`config.mk`:
```
export PLATFORM = sky130hd
export DESIGN_NAME = spi_reg_frontend_flat
export DESIGN_NICKNAME = d
export VERILOG_FILES = /design/src/rtl/spi_frontend_pkg.sv /design/src/rtl/spi_reg_frontend_if.sv /design/src/rtl/spi_pin_sync.sv /design/src/rtl/spi_reg_frontend.sv /design/src/flat_wrapper.sv
export SDC_FILE = /design/constraint.sdc
export NUM_CORES = 1
export LEC_CHECK = 0
export ABC_AREA = 1
export BUFFER_PORTS_ARGS = -buffer_cell sky130_fd_sc_hd__buf_2
export CAP_MARGIN = 20
export CORE_ASPECT_RATIO = 1.5
export CORE_UTILIZATION = 61
export CTS_CLUSTER_DIAMETER = 60
export DETAILED_ROUTE_END_ITERATION = 7
export PLACE_DENSITY_LB_ADDON = 0.15
export SLEW_MARGIN = 20
export SYNTH_ARGS = -nofsm -noshare
export SYNTH_HDL_FRONTEND = slang
export SYNTH_SLANG_ARGS = --single-unit
```
`constraint.sdc`:
```
create_clock -name clk -period 2.4 [get_ports clk]
set_input_delay 0.12 -clock clk [delete_from_list [all_inputs] [get_ports clk]]
set_output_delay 0.12 -clock clk [all_outputs]
set_load 0.01 [all_outputs]
```
`src/rtl/spi_frontend_pkg.sv`:
```
// spi_frontend_pkg: shared types and constants for the SPI register front end
// Contents: FSM state enum, mode bit positions, synchronizer depth.
package spi_frontend_pkg;

    typedef enum logic [2:0] {
        IDLE,
        CMD,
        ADDR,
        DATA,
        DRAIN
    } spi_fe_state_t;

    localparam int MODE_CPOL_BIT = 1;
    localparam int MODE_CPHA_BIT = 0;
    localparam int SYNC_STAGES   = 2;

endpackage

```
`src/rtl/spi_reg_frontend_if.sv`:
```
// spi_reg_frontend_if: SPI pins plus register-bank access signals
// Signals: spi_cs_n, spi_clk, spi_mosi, spi_miso (SPI side);
//          wr_rdn, addr, wdata, rdata, we (register bank side).
// Modports: slave = the front end, master = SPI master plus register bank.
interface spi_reg_frontend_if #(
    parameter int ADDR_W = 4,
    parameter int REG_W  = 8
);
    logic              spi_cs_n;
    logic              spi_clk;
    logic              spi_mosi;
    logic              spi_miso;
    logic              wr_rdn;
    logic              we;
    logic [ADDR_W-1:0] addr;
    logic [REG_W-1:0]  wdata;
    logic [REG_W-1:0]  rdata;

    modport slave (
        input  spi_cs_n, spi_clk, spi_mosi, rdata,
        output spi_miso, wr_rdn, addr, wdata, we
    );

    modport master (
        output spi_cs_n, spi_clk, spi_mosi, rdata,
        input  spi_miso, wr_rdn, addr, wdata, we
    );
endinterface

```
`src/rtl/spi_pin_sync.sv`:
```
// spi_pin_sync: N-FF synchronizer for an asynchronous pin with optional edge pulses
// Ports: clk, rstb (async, active-low), d (raw pin), q (synchronized level),
//        rise/fall (one-cycle registered pulses, tied low when EDGES=0).
module spi_pin_sync
    import spi_frontend_pkg::*;
#(
    parameter int STAGES  = SYNC_STAGES,
    parameter bit RST_VAL = 1'b0,
    parameter bit EDGES   = 1'b1
) (
    input  logic clk,
    input  logic rstb,
    input  logic d,
    output logic q,
    output logic rise,
    output logic fall
);
    logic [STAGES-1:0] s;

    always_ff @(posedge clk or negedge rstb) begin
        if (!rstb) s <= {STAGES{RST_VAL}};
        else       s <= {s[STAGES-2:0], d};
    end

    assign q = s[STAGES-1];

    if (EDGES) begin : g_edge
        logic prev;
        // Registered pulses: one extra cycle after the synchronized level changes.
        always_ff @(posedge clk or negedge rstb) begin
            if (!rstb) begin
                prev <= RST_VAL;
                rise <= 1'b0;
                fall <= 1'b0;
            end else begin
                prev <= q;
                rise <= q & ~prev;
                fall <= ~q & prev;
            end
        end
    end else begin : g_noedge
        assign rise = 1'b0;
        assign fall = 1'b0;
    end

endmodule

```
`src/rtl/spi_reg_frontend.sv`:
```
// spi_reg_frontend: oversampled SPI target turning a cs_n-framed transaction into a register access
// Ports: clk, rstb (async, active-low), ena (low forces IDLE), mode ([1]=CPOL, [0]=CPHA),
//        bus (slave modport: SPI pins, wr_rdn/addr/wdata/we outputs, rdata input).
// Frame: command bit, ADDR_W address bits, REG_W data bits, MSB first.
// Option: define SPI_ADDR_AUTOINC_EN for address auto-increment over consecutive words.
module spi_reg_frontend
    import spi_frontend_pkg::*;
#(
    parameter int ADDR_W = 4,
    parameter int REG_W  = 8
) (
    input  logic       clk,
    input  logic       rstb,
    input  logic       ena,
    input  logic [1:0] mode,
    spi_reg_frontend_if.slave bus
);
    localparam int MAX_W = (ADDR_W > REG_W) ? ADDR_W : REG_W;
    localparam int CNT_W = $clog2(MAX_W + 1);
    localparam logic [CNT_W-1:0] ADDR_LAST = CNT_W'(ADDR_W - 1);
    localparam logic [CNT_W-1:0] DATA_LAST = CNT_W'(REG_W - 1);

    spi_fe_state_t     state, state_n;
    logic [CNT_W-1:0]  cnt, cnt_n;
    logic              sclk_rise, sclk_fall, cs_rise, cs_fall, mosi;
    logic              unused_sclk, unused_cs, unused_mosi_rise, unused_mosi_fall;
    logic              lead, trail, sample, shift, abort, smp;
    logic              addr_done, word_done;
    logic              cmd, load, miso_q;
    logic              wr_rdn_q, we_q;
    logic [ADDR_W-1:0] addr_sh, addr_q;
    logic [REG_W-1:0]  rx_sh, tx_sh, wdata_q;

    // cs_n chain resets low so a select already held across reset never looks like a fresh fall.
    spi_pin_sync #(.STAGES(SYNC_STAGES), .RST_VAL(1'b0), .EDGES(1'b1)) u_cs (
        .clk(clk), .rstb(rstb), .d(bus.spi_cs_n), .q(unused_cs), .rise(cs_rise), .fall(cs_fall)
    );
    spi_pin_sync #(.STAGES(SYNC_STAGES), .RST_VAL(1'b0), .EDGES(1'b1)) u_sclk (
        .clk(clk), .rstb(rstb), .d(bus.spi_clk), .q(unused_sclk), .rise(sclk_rise), .fall(sclk_fall)
    );
    spi_pin_sync #(.STAGES(SYNC_STAGES), .RST_VAL(1'b0), .EDGES(1'b0)) u_mosi (
        .clk(clk), .rstb(rstb), .d(bus.spi_mosi), .q(mosi), .rise(unused_mosi_rise), .fall(unused_mosi_fall)
    );

    assign lead   = mode[MODE_CPOL_BIT] ? sclk_fall : sclk_rise;
    assign trail  = mode[MODE_CPOL_BIT] ? sclk_rise : sclk_fall;
    assign sample = mode[MODE_CPHA_BIT] ? trail : lead;
    assign shift  = mode[MODE_CPHA_BIT] ? lead : trail;
    // A cs_n rise in the same cycle as a sample edge discards the sample.
    assign abort  = cs_rise | ~ena;
    assign smp    = sample & ~abort;

    always_ff @(posedge clk or negedge rstb) begin
        if (!rstb) begin
            state <= IDLE;
            cnt   <= '0;
        end else begin
            state <= state_n;
            cnt   <= cnt_n;
        end
    end

    always_comb begin
        state_n   = state;
        cnt_n     = cnt;
        addr_done = 1'b0;
        word_done = 1'b0;
        if (abort) state_n = IDLE;
        else begin
            case (state)
                IDLE: if (cs_fall) state_n = CMD;
                CMD:  if (smp) state_n = ADDR;
                ADDR: if (smp) begin
                    if (cnt == ADDR_LAST) begin
                        state_n   = DATA;
                        addr_done = 1'b1;
                    end else cnt_n = cnt + CNT_W'(1);
                end
                DATA: if (smp) begin
                    if (cnt == DATA_LAST) begin
                        word_done = 1'b1;
                        cnt_n     = '0;
`ifdef SPI_ADDR_AUTOINC_EN
                        state_n   = DATA;
`else
                        state_n   = DRAIN;
`endif
                    end else cnt_n = cnt + CNT_W'(1);
                end
                default: ;
            endcase
        end
        if (state_n != state) cnt_n = '0;
    end

    always_ff @(posedge clk or negedge rstb) begin
        if (!rstb) begin
            cmd      <= 1'b0;
            load     <= 1'b0;
            miso_q   <= 1'b0;
            addr_sh  <= '0;
            rx_sh    <= '0;
            tx_sh    <= '0;
            wr_rdn_q <= 1'b0;
            addr_q   <= '0;
            wdata_q  <= '0;
            we_q     <= 1'b0;
        end else begin
            we_q <= 1'b0;
            load <= 1'b0;
            if (smp && state == CMD)  cmd     <= mosi;
            if (smp && state == ADDR) addr_sh <= {addr_sh[ADDR_W-2:0], mosi};
            if (smp && state == DATA) rx_sh   <= {rx_sh[REG_W-2:0], mosi};
            if (addr_done) begin
                addr_q   <= {addr_sh[ADDR_W-2:0], mosi};
                wr_rdn_q <= cmd;
                load     <= ~cmd;
                miso_q   <= 1'b0;
            end
            if (word_done && wr_rdn_q) begin
                wdata_q <= {rx_sh[REG_W-2:0], mosi};
                we_q    <= 1'b1;
            end
`ifdef SPI_ADDR_AUTOINC_EN
            if (word_done) begin
                addr_q <= addr_q + ADDR_W'(1);
                load   <= ~wr_rdn_q;
            end
`endif
            // rdata follows addr combinationally, so it is captured one cycle after addr moves.
            if (load) tx_sh <= bus.rdata;
            else if (shift && state == DATA && !wr_rdn_q) begin
                miso_q <= tx_sh[REG_W-1];
                tx_sh  <= {tx_sh[REG_W-2:0], 1'b0};
            end
        end
    end

    assign bus.spi_miso = miso_q & (state == DATA) & ~wr_rdn_q;
    assign bus.wr_rdn   = wr_rdn_q;
    assign bus.addr     = addr_q;
    assign bus.wdata    = wdata_q;
    assign bus.we       = we_q;

endmodule

```
`src/flat_wrapper.sv`:
```
// flat-port wrapper written by rule: the top's interface ports become plain ports
module spi_reg_frontend_flat import spi_frontend_pkg::*;
#(
    parameter int ADDR_W = 4,
    parameter int REG_W  = 8
)
  (clk, rstb, ena, mode, bus_spi_cs_n, bus_spi_clk, bus_spi_mosi, bus_rdata, bus_spi_miso, bus_wr_rdn, bus_addr, bus_wdata, bus_we);
  spi_reg_frontend_if #(.ADDR_W(ADDR_W), .REG_W(REG_W)) bus_i ();
  input  logic clk;
  input  logic rstb;
  input  logic ena;
  input  logic [1:0] mode;
  input wire logic [$bits(bus_i.spi_cs_n)-1:0] bus_spi_cs_n;
  input wire logic [$bits(bus_i.spi_clk)-1:0] bus_spi_clk;
  input wire logic [$bits(bus_i.spi_mosi)-1:0] bus_spi_mosi;
  input wire logic [$bits(bus_i.rdata)-1:0] bus_rdata;
  output wire logic [$bits(bus_i.spi_miso)-1:0] bus_spi_miso;
  output wire logic [$bits(bus_i.wr_rdn)-1:0] bus_wr_rdn;
  output wire logic [$bits(bus_i.addr)-1:0] bus_addr;
  output wire logic [$bits(bus_i.wdata)-1:0] bus_wdata;
  output wire logic [$bits(bus_i.we)-1:0] bus_we;
  assign bus_i.spi_cs_n = bus_spi_cs_n;
  assign bus_i.spi_clk = bus_spi_clk;
  assign bus_i.spi_mosi = bus_spi_mosi;
  assign bus_i.rdata = bus_rdata;
  assign bus_spi_miso = bus_i.spi_miso;
  assign bus_wr_rdn = bus_i.wr_rdn;
  assign bus_addr = bus_i.addr;
  assign bus_wdata = bus_i.wdata;
  assign bus_we = bus_i.we;
  spi_reg_frontend #(.ADDR_W(ADDR_W), .REG_W(REG_W)) u_core (.clk(clk), .rstb(rstb), .ena(ena), .mode(mode), .bus(bus_i));
endmodule
```
# Yosys cells after proc, flatten, opt, wreduce, memory -nomap -nowiden
# Index checks and enable logic that the tools add are counted.
# op_classes
add_sub_neg	1
n_eq_ne	10
muxes	34
bitwise_logic	16
n_reduce_logical	11
# op_table
op	count
$mux W4	6
$mux W3	7
$mux W1	17
$mux W8	2
$pmux W3 S4	1
$not A1 Y1	8
$pmux W4 S2	1
$and A1 B1 Y1	7
$eq A3 B2 Y1 const B	2
$logic_and A1 B1 Y1	6
$ne A3 B1 Y1 const B	2
$reduce_and A5 Y1	1
$add A4 B1 Y4 const B	1
$eq A4 B2 Y1 const B	1
$eq A4 B3 Y1 const B	1
$eq A3 B1 Y1 const B	1
$logic_not A3 Y1	1
$ne A3 B3 Y1	1
$ne A3 B3 Y1 const B	1
$reduce_bool A3 Y1	1
$ne A2 B2 Y1 const B	1
$reduce_bool A2 Y1	1
$logic_not A1 Y1	1
$or A1 B1 Y1	1
# totals
register_bits	54
out_inout_bits	15
word_cells	93

# Logic depth before layout (Yosys ltp)
# Gate-level depths: netlist of the first run.
# logic_depth
depth_word	10
ltp_mapped	12
ltp_nobuf	12

# Cells and area by module
# From an unflattened synthesis of the first run, not the netlist that was laid out.
# hier_totals
hier_cells	248
area_unflattened_um2	2353.5
# by_module_without_submodules
mod	n_inst	cells_each	area_each_um2	seq_area_each_um2
spi_reg_frontend	1	225	2004.4	1051.0
spi_pin_sync (u_core.u_cs ...)	2	9	140.1	125.1
spi_pin_sync (u_core.u_mosi)	1	5	68.8	50.0

# Worst setup path before layout of the first run
# Ideal clock, no wire load.
# synth_timing
kind	reg-to-reg
startpoint	register u_core.cnt[0]
endpoint	register u_core.cnt[1]
setup_time_ps	116
t_arrival_ps	1388
path_slack_ps	896
path_stages_with_launch	9
n_path_buf	0
cell_sequence	dfrtp_1 -> ha_1 -> nand2_1 -> nor2_4 -> nor3_2 -> nand2_2 -> mux2_4 -> inv_1 -> nor2_1
# synth_via
elab_chain_len	8
# synth_rtl
element	line	text
start: declaration	spi_reg_frontend.sv:24	logic [CNT_W-1:0] cnt, cnt_n;
start signal: assignment	spi_reg_frontend.sv:59	cnt <= cnt_n;
$eq A4 B3 Y1 / $eq A4 B2 Y1 (equally long branches)	spi_reg_frontend.sv:80, spi_reg_frontend.sv:74	
$mux W3, on equally long branches	spi_reg_frontend.sv:80, spi_reg_frontend.sv:74	
$mux W3, on equally long branches	spi_reg_frontend.sv:79, spi_reg_frontend.sv:73	
$pmux W3 S4	spi_reg_frontend.sv:70	case (state)
$mux W3	spi_reg_frontend.sv:68	if (abort) state_n = IDLE;
$ne A3 B3 Y1	spi_reg_frontend.sv:93	if (state_n != state) cnt_n = '0;
$ne A3 B1 Y1 (no source line) (tied with other cells)	-	
$reduce_and A5 Y1 (no source line)	-	
# Parallel ways exist; a longest one is shown, timed or not. The select of a mux whose other input is x is not followed.
# A chain may end at the register's enable or synchronous reset.

# Worst setup path in the final report of the first run
# layout_timing
startpoint	register u_core.cnt[0]
endpoint	register u_core.cnt[3]
# The elaborated chain is that of the path after synthesis.

==> flow_summary.toml, run 1 <==
[critical_path]
cp_common_cell = "nand2_1"
setup.worst_path.end_class = "register"
critical_path_required_ps = 2640
cp.arrival_ps = 2040
critical-path-max-stage-delay_ps = 400
cp-start-kind = "register"
path_max_fanout = 4
worst-setup-path-type = "reg2reg"
cp_cell_sequence = "ha_1, nand2_1, nor2_1, nand4_1, nand2_1, nand3_2, nand2_1, nand2_1, nand2_1, nand3_2, nor2_1"
cp_slowest_cell = "dfrtp_1"

[synth]
synth-seq-area-share_pct = 57.7
synthDistinctLibCells = 30
synth.cell_area_um2 = 2340
share_of_synthesized_registers_carrying_an_async_set_or_reset_pct = 100
post-synth-top-area-cell = "dfrtp_1"
gate_count_after_technology_mapping = 233
synth_top_cells_by_area = "dfrtp_1 (58%), inv_1 (6.1%), nand2_1 (5.9%)"
avgSynthCellArea_um2 = 10.1
synth_nets = 250
synth.ff_latch_count = 54
synth-warning-count = 0
synth_enable_flop_cells = 0
yosys_most_used_dff = "dfrtp_1"
post-synth-top-area-fraction_pct = 57.7

[timing]
finalSetupViolations = 0
timing.slew.headroom_pct = 45.3
rsz_0062_raised_after_global_routing = "no"
final.min_clock_period_ps = 1800
hold-worst-slack_ps = 16.1
tightest_slew_ps = 820
fin_skew_ps = 7.60
hold_viol = 0
layout_setup_ws_ps = 597
final.setup.tns_ps = 0
fin_crit_sh_pct = 75.1
max_freq_mhz = 555
timing_max_transition_violations_final = 0

[drt]
drtAntennaViolNets = 0
drcViolationCount = 0
drt-vias-per-instance = 5.22
detailedRoute.firstPassIterationCount = 4
routed-via-count = 1665
wire_per_inst_um = 12.6
initialDrtViolationCount = 36
route.final.wire_length_um = 4030

[finish]
final_common_cell = "dfrtp_1"
syn_to_final_growth_pct = 14.9
post-route-cell-area_um2 = 2690
fin_cells = 319
post_route_cells_drive_above_1_share_pct = 25.7
most-common-layout-cells = "dfrtp_1 (54), inv_1 (38), nand2_1 (37), buf_2 (30), nor2_1 (19)"
fillCellCount = 297
num-nets-final = 292
count_of_inserted_antenna_diode_cells = 0

[place]
cell_area_after_placement_um2 = 2560
placement.setup.worst_slack_ps = 657
gp_congestion = 0.864
dp.cells = 307
place_hpwl_um = 3020
io_buffers = 30

[run_status]
outcome = "finished clean"

[global_routing]
globalRouteTotalUtil_pct = 23.8
residual_overflow_from_global_routing = 0
vias_in_the_first_global_route = 1710
gr-usage-met2_pct = 41.0
grt-busiest-layer = "met2"
met1_usage_pct = 26.7
grt_start_max_net_pins = 39
antenna_violations_before_repair = 0
grt_first_pass_wirelength_um = 7080
grt_util_met3_pct = 4.71

[clock_network]
ctsResizeCount = 0
cts.clk_slew.worst_paths_ps = 100
cts_tree = "built"
clock-root-buffer = "clkbuf_8"
cts.repair_timing.setup_buffer_count = 0
cts_buffer_count = 5
cts_htree_levels = 2
clk_lat_worst_skew_ps = 300
clk_path_buf_depth = 2
clkSinkCount = 54

[die]
core_region_um2 = 3680
io_pins = 31
floorplan.rows = 27
start_util_pct = 63.6
die-height_um = 77.9
overall_die_area_um2 = 4100
die_w_um = 52.6

[power]
cellPowerDensity_nw_per_um2 = 576
power_leakage_nw = 1.55
ir_drop_mv = 0.488

[worst_hold_path]
hold_path.class = "in2reg"

[job]
max-cap-violations = 0
## routing by layer
layer / routed length, µm / vias to the layer above / part of all wire [%]
met5: 0 / - / 0
met4: 126 / 0 / 3.1
met3: 105 / 13 / 2.6
met2: 2080 / 30 / 52
met1: 1720 / 790 / 43
li1: - / 832 / -
## power breakdown
part           total, mW  switching (mW)  leakage (nW)  internal, mW
Sequential         0.939          0.0102         0.728         0.929
Combinational     0.0883          0.0572         0.772        0.0311
Clock              0.525           0.286        0.0489         0.239
Total               1.55           0.353          1.55          1.20
## cell usage after synthesis (2+ instances only)
| cell | n |
|---|---|
| a21oi_1 | 6 |
| a22oi_1 | 2 |
| dfrtp_1 | 54 |
| inv_1 | 38 |
| inv_2 | 5 |
| mux2_2 | 6 |
| mux2i_1 | 8 |
| nand2_1 | 37 |
| nand2_2 | 7 |
| nand3_1 | 11 |
| nand3_2 | 4 |
| nor2_1 | 19 |
| nor2_4 | 2 |
| nor3_1 | 2 |
| nor3_2 | 2 |
| nor3_4 | 2 |
| o21ai_0 | 12 |
| o221ai_1 | 3 |
| xor2_1 | 2 |
## cells by family (layout without fill, tap and decap cells)
group                      count (synthesis)  after routing  synth area share [%]
adders and majority gates                  1              1                 0.534
AOI/OAI and AO/OA                         27             27                  6.78
muxes                                     15             15                  6.94
xor gates and xnor gates                   2              2                 0.748
DFF                                       54             54                  57.7
buffers and inverters                     44             87                  7.05
and+or+nand+nor                           90             90                  20.3
## cell type report
class                   instances  area, µm²  area share, %
multi-input cells             135        827           30.7
flip-flops and latches         54       1350           50.2
inverters                      43        161           5.99
clock buffers                   7       86.3           3.20
well taps                      43       53.8           2.00
repair buffers                 36        205           7.62
clock inverters                 1       8.76          0.325
## per-stage QoR
stage	power, mW	util, %
6_report	1.55	73.2
5_1_grt	1.61	73.2
4_1_cts	1.57	73.2
3_5_place_dp	1.04	69.5
3_3_place_gp	1.04	69.5
2_1_floorplan	0.997	-
## worst paths after layout
| kind | end | slack [ps] | cells past startpoint | from |
|---|---|---|---|---|
| worst max-delay path | u_core.cnt[3] | 600 | 11 | u_core.cnt[0] |
| worst min-delay path | u_core.tx_sh[3] | 20 | 3 | bus_rdata[3] |
| worst max register to register | u_core.cnt[3] | 600 | 11 | u_core.cnt[0] |
| worst min register to register | u_core.u_sclk.s[1] | 360 | 0 | u_core.u_sclk.s[0] |
| max in group asynchronous | u_core.bus.wdata[0] | 1310 | 3 | rstb |
| min in group asynchronous | u_core.bus.we | 440 | 2 | rstb |
## critical path: cells and delay by family (launching register included)
| kind | cells | cell delay, ps |
|---|---|---|
| and+or+nand+nor | 10 | 1110 |
| DFF | 1 | 400 |
| adders and majority gates | 1 | 220 |
## flip-flops by register name (all words and copies together), names as in the netlist, 2 cells and up
signal            flops
u_core.bus.wdata      8
u_core.state          3
u_core.addr_sh        3
u_core.rx_sh          7
u_core.u_cs.s         2
u_core.tx_sh          8
u_core.bus.addr       4
u_core.u_mosi.s       2
u_core.cnt            4
u_core.u_sclk.s       2
## repair_timing
| action | in CTS | in global routing |
|---|---|---|
| hold endpoints to repair | 39 | 0 |
| setup endpoints to repair | 0 | 0 |
| hold buffers | 4 | 0 |
Note: power is estimated with default switching activity, not from simulation.
==> run 2, diff against run 1 <==
Settings changed: CORE_UTILIZATION 61 to 51.
Clock period 2.4 ns to 1.55 ns, I/O delays scaled along.
==> run 2 against run 1 <==
  * The flow now finishes with violations (design-rule violations, negative setup slack)
  * Largest power group unchanged
  * Register-to-register slack lost 610 ps
  * Clock power grew 83%
  * Global-route usage shrank 3.5 points
  * Critical path type unchanged
  * Combinational power grew 97%
  * Setup slack lost 610 ps
  * Wire length grew 14%
  * Clock skew shrank 1.4 ps
  * Highest routed layer unchanged
==> flow_summary.toml, run 2 (same netlist as run 1, synthesis figures left out) <==
[critical_path]
cp-start-kind = "register"
cp.arrival_ps = 1770
cp_slowest_cell = "dfrtp_1"
setup.worst_path.start = "u_core.cnt[0]"
setup.worst_path.end_class = "register"
critical_path_required_ps = 1760
critical-path-max-stage-delay_ps = 420
worst_r2r_startpoint = "u_core.cnt[0]"
worst-setup-path-type = "reg2reg"
cp_cell_sequence = "ha_4, nand2_1, nor2_4, nor3_4, nand2_2, mux2_4, inv_1, nor2_2"
path_max_fanout = 5

[timing]
timing.slew.headroom_pct = 75.7
final.setup.tns_ps = -25.6
tightest_slew_ps = 365
fin_crit_sh_pct = 101
rsz_0062_raised_after_global_routing = "yes"
finalSetupViolations = 2
layout_setup_ws_ps = -14.2
max_freq_mhz = 639
timing_max_transition_violations_final = 0
fin_skew_ps = 6.21
final.min_clock_period_ps = 1560
hold_viol = 0

[drt]
wire_per_inst_um = 13.1
wl_met2_um = 2480
detailroute.wirelength.met3_um = 96
initialDrtViolationCount = 68
drt-vias-per-instance = 5.05
detailedRoute.firstPassIterationCount = 6
route.final.wire_length_um = 4610
drcViolationCount = 4
m1WireLength_um = 1950
drtAntennaViolNets = 0
highest-signal-layer = "met4"
routed-via-count = 1778

[finish]
fin_cells = 352
most-common-layout-cells = "dfrtp_1 (53), inv_1 (37), nand2_1 (35), buf_2 (30), buf_4 (23)"
final_common_cell = "dfrtp_1"
fin_util_pct = 71.9
post-route-cell-area_um2 = 3110
fillCellCount = 342
num-nets-final = 322
count_of_inserted_antenna_diode_cells = 0
syn_to_final_growth_pct = 32.5
post_route_cells_drive_above_1_share_pct = 37.3

[clock_network]
clkSinkCount = 54
clk_path_buf_depth = 2
cts_buffer_count = 5
clock-root-buffer = "clkbuf_8"
cts_tree = "built"
cts_htree_levels = 2
clk_lat_worst_skew_ps = 310
cts.clk_slew.worst_paths_ps = 90

[die]
core_region_um2 = 4320
overall_die_area_um2 = 4880
io_pins = 31
die-height_um = 85.0
die_w_um = 57.3
floorplan.rows = 29
start_util_pct = 54.3

[job]
max-cap-violations = 0

[place]
dp.cells = 325
place_hpwl_um = 3060
cell_area_after_placement_um2 = 2690
io_buffers = 30
gp_congestion = 0.876

[global_routing]
grt_first_pass_wirelength_um = 7470
globalRouteTotalUtil_pct = 20.3
antenna_violations_before_repair = 0
vias_in_the_first_global_route = 1717
residual_overflow_from_global_routing = 0
grt_start_max_net_pins = 55

[power]
cellPowerDensity_nw_per_um2 = 833
ir_drop_mv = 0.644
power_leakage_nw = 1.75

[run_status]
violated_checks = "design-rule violations, negative setup slack"
outcome = "finished, violations left"

[worst_hold_path]
holdCritStartpoint = "bus_rdata[7]"
hold_path.class = "in2reg"
-- run 2: layout make-up --
class | count | area, µm² | share of cell area, %
Multi-Input combinational cell | 135 | 945 | 30.4
Timing Repair Buffer | 66 | 464 | 14.9
Clock buffer | 5 | 68.8 | 2.22
Tap cell | 46 | 57.6 | 1.85
Sequential cell | 54 | 1350 | 43.6
Inverter | 43 | 169 | 5.44
Clock inverter | 3 | 48.8 | 1.57
-- run 2: metrics by stage --
stage	hold slack, ps	setup WS (ps)	power, mW
2_1_floorplan	-218	46.2	1.54
3_3_place_gp	94.4	-45.6	1.62
3_5_place_dp	94.5	-47.3	1.62
4_1_cts	7.54	-8.71	2.60
5_1_grt	45.9	-109	2.68
6_report	12.1	-14.2	2.59
-- run 2: repair_timing --
item,4_1_cts,5_1_grt
gates resized for setup,8,25
pin swaps,4,15
hold buffers,10,1
setup buffers,4,4
endpoints found under the setup margin,16,29
endpoints found under the hold margin,63,1
-- run 2: worst paths after layout --
check                                endpoint  slack, ps  depth (start not counted)
setup / recovery                u_core.cnt[1]        -10                          8
hold reg to reg            u_core.u_sclk.s[1]        360                          0
min in group asynchronous       u_core.cnt[3]        290                          3
max in group asynchronous     u_core.state[2]       1020                          3
setup reg to reg                u_core.cnt[1]        -10                          8
hold / removal                u_core.tx_sh[7]         10                          3
-- run 2: layer usage --
metal	vias up	track usage, %
met5	-	0
met4	0	7.98
met3	7	3.81
met2	20	36.6
met1	869	23.1
li1	882	-
-- run 2: critical path, delay by kind of cell (launching register included) --
kind	cells	cell delay [ps]
flops	1	420
simple gates	5	480
buf+inv	1	70
fa+ha+maj	1	190
mux	1	310
-- run 2: where the power goes --
part           switching [mW]  internal (mW)
combinational          0.0996         0.0741
clock                   0.467          0.492
sequential             0.0152           1.44
total                   0.582           2.00
==> run 3, diff against run 2 <==
Settings changed: SYNTH_HIERARCHICAL from default to 1.
==> run 3 against run 2 <==
  * Design area down 0.81%
  * Sequential share of layout area is 0.39 points higher
  * Sequential power is essentially flat
  * Largest power group unchanged
  * Setup slack lost 26 ps
  * Combinational power decreased by 4%
  * Hold slack better by 2.3 ps
  * Wire length is essentially flat
  * Via count increased by 2.4%
  * Clock power is 15% lower
  * The run still ends with design-rule violations, negative setup slack left
  * Critical path type unchanged
  * Utilization shrank 0.58 points
  * Critical path depth rose by 2
  * Global-route usage increased by 0.59 points
==> flow_summary.toml, run 3 <==
[power]
cellPowerDensity_nw_per_um2 = 795
ir_drop_mv = 0.709
power_leakage_nw = 1.76
post_route_total_power_mw = 2.45

[critical_path]
cp-start-kind = "register"
setup.worst_path.end_class = "register"
critical_path_required_ps = 1740
r2r_setup_slack_ps = -40
path_max_fanout = 7
worst_r2r_startpoint = "u_core/state[2]"
worst-setup-path-type = "reg2reg"
reg2regPathDepth = 10
cp.arrival_ps = 1780
timing.rr.end = "u_core/tx_sh[0]"

[die]
start_util_pct = 54.1
floorplan.rows = 29
overall_die_area_um2 = 4860
io_pins = 31
die_w_um = 57.2
core_region_um2 = 4320
die-height_um = 84.9

[clock_network]
cts_tree = "built"
clock-root-buffer = "clkbuf_8"
clkSinkCount = 54
cts_buffer_count = 5
clk_path_buf_depth = 2
cts_htree_levels = 2
cts.clk_slew.worst_paths_ps = 90
clk_lat_worst_skew_ps = 300

[finish]
post-route-cell-area_um2 = 3080
num-nets-final = 330
fin_cells = 360
count_of_inserted_antenna_diode_cells = 0
post_route_cells_drive_above_1_share_pct = 37.9
final_common_cell = "dfrtp_1"
syn_to_final_growth_pct = 31.9
most-common-layout-cells = "dfrtp_1 (52), nand2_1 (37), inv_1 (35), buf_2 (30), buf_4 (21)"

[synth]
gate_count_after_technology_mapping = 245
synth.cell_area_um2 = 2330
synth-warning-count = 6
avgSynthCellArea_um2 = 9.53
synth_nets = 262

[worst_hold_path]
hold_path.class = "in2reg"
worst_hold_path.endpoint = "u_core/tx_sh[0]"
hold_path_depth = 2
holdCritStartpoint = "bus_rdata[0]"

[drt]
routed-via-count = 1820
drt-vias-per-instance = 5.06
drcViolationCount = 2
initialDrtViolationCount = 59
detailedRoute.firstPassIterationCount = 6
route.final.wire_length_um = 4610
drtAntennaViolNets = 0
wire_per_inst_um = 12.8

[timing]
hold-worst-slack_ps = 14.4
tightest_slew_ps = 288
timing_max_transition_violations_final = 0
rsz_0062_raised_after_global_routing = "yes"
max_freq_mhz = 629
finalSetupViolations = 6
fin_crit_sh_pct = 103
fin_skew_ps = 6.62
layout_setup_ws_ps = -40.4
hold_viol = 0
timing.slew.headroom_pct = 80.7
final.min_clock_period_ps = 1590

[global_routing]
vias_in_the_first_global_route = 1819
grt_start_max_net_pins = 55
globalRouteTotalUtil_pct = 20.9
grt_first_pass_wirelength_um = 7780
antenna_violations_before_repair = 0
residual_overflow_from_global_routing = 0

[run_status]
outcome = "finished, violations left"
violated_checks = "design-rule violations, negative setup slack"

[place]
place_hpwl_um = 3170
dp.cells = 341
gp_congestion = 0.838
cell_area_after_placement_um2 = 2710
io_buffers = 30

[job]
max-cap-violations = 0
## run 3: cell types whose count changed in the layout (fill, tap and decap cells not counted), sizes merged, moves of 3 or more
cell	previous run	this run
mux2	7	4
nor2	22	26
nand2	45	53
dlygate4sd3	11	7
o221ai	3	0
## run 3: report_power, final
part	switching (mW)	internal [mW]	leakage [nW]
sequential	0.0242	1.44	0.716
combinational	0.0988	0.0680	0.993
clock	0.447	0.370	0.0489
## run 3: timing repair
item / 4_1_cts / 5_1_grt
hold buffers: 6 / 1
pin swaps: 6 / 12
hold endpoints to repair: 59 / 1
setup endpoints to repair: 14 / 23
resized for setup: 8 / 42
buffers inserted: 3 / 1
## run 3: worst max-delay path by stage
stage / startpoint / to / slack [ps]
3_5_place_dp: u_core/cnt[1] / u_core/cnt[0] / -10
3_3_place_gp: u_core/state[2] / u_core/bus.wdata[0] / 7
6_report: u_core/state[2] / u_core/tx_sh[0] / -40
4_1_cts: u_core/cnt[1] / u_core/cnt[0] / -7
5_1_grt: u_core/cnt[1] / u_core/cnt[3] / -130
2_1_floorplan: u_core/cnt[0] / u_core/bus.wdata[0] / 70
## run 3: layout make-up
| type | instances | area, µm² |
|---|---|---|
| Multi-Input combinational cell | 144 | 952 |
| Timing Repair Buffer | 62 | 432 |
| Inverter | 46 | 190 |
| Clock inverter | 1 | 8.76 |
| Tap cell | 46 | 57.6 |
| Sequential cell | 54 | 1350 |
| Fill cell | 347 | 1240 |
| Clock buffer | 7 | 86.3 |
## run 3: stage by stage
| step | setup TNS, ps | utilization (%) | setup WS (ps) |
|---|---|---|---|
| detailed placement | -18.1 | 62.7 | -11.2 |
| floorplan | 0 | - | 72.0 |
| CTS | -6.60 | 67.5 | -6.60 |
| global placement | 0 | 62.7 | 7.26 |
| finish | -72.2 | 71.3 | -40.4 |
| global route | -1080 | 71.3 | -127 |
## run 3: layer usage
| metal | wire, µm | track usage [%] |
|---|---|---|
| met5 | 0 | 0 |
| met4 | 203 | 10.9 |
| met3 | 131 | 3.81 |
| met2 | 2350 | 35.6 |
| met1 | 1930 | 24.7 |
## run 3: worst max-delay path, stage by stage, from the launching register on
cell     delay [ps]
dfrtp_2         450
nor2_4          140
nand2_2          70
inv_2            70
nand2_2          60
nor3_2          150
buf_4           170
inv_4            40
nand2_4          80
inv_8            60
a22o_1          170
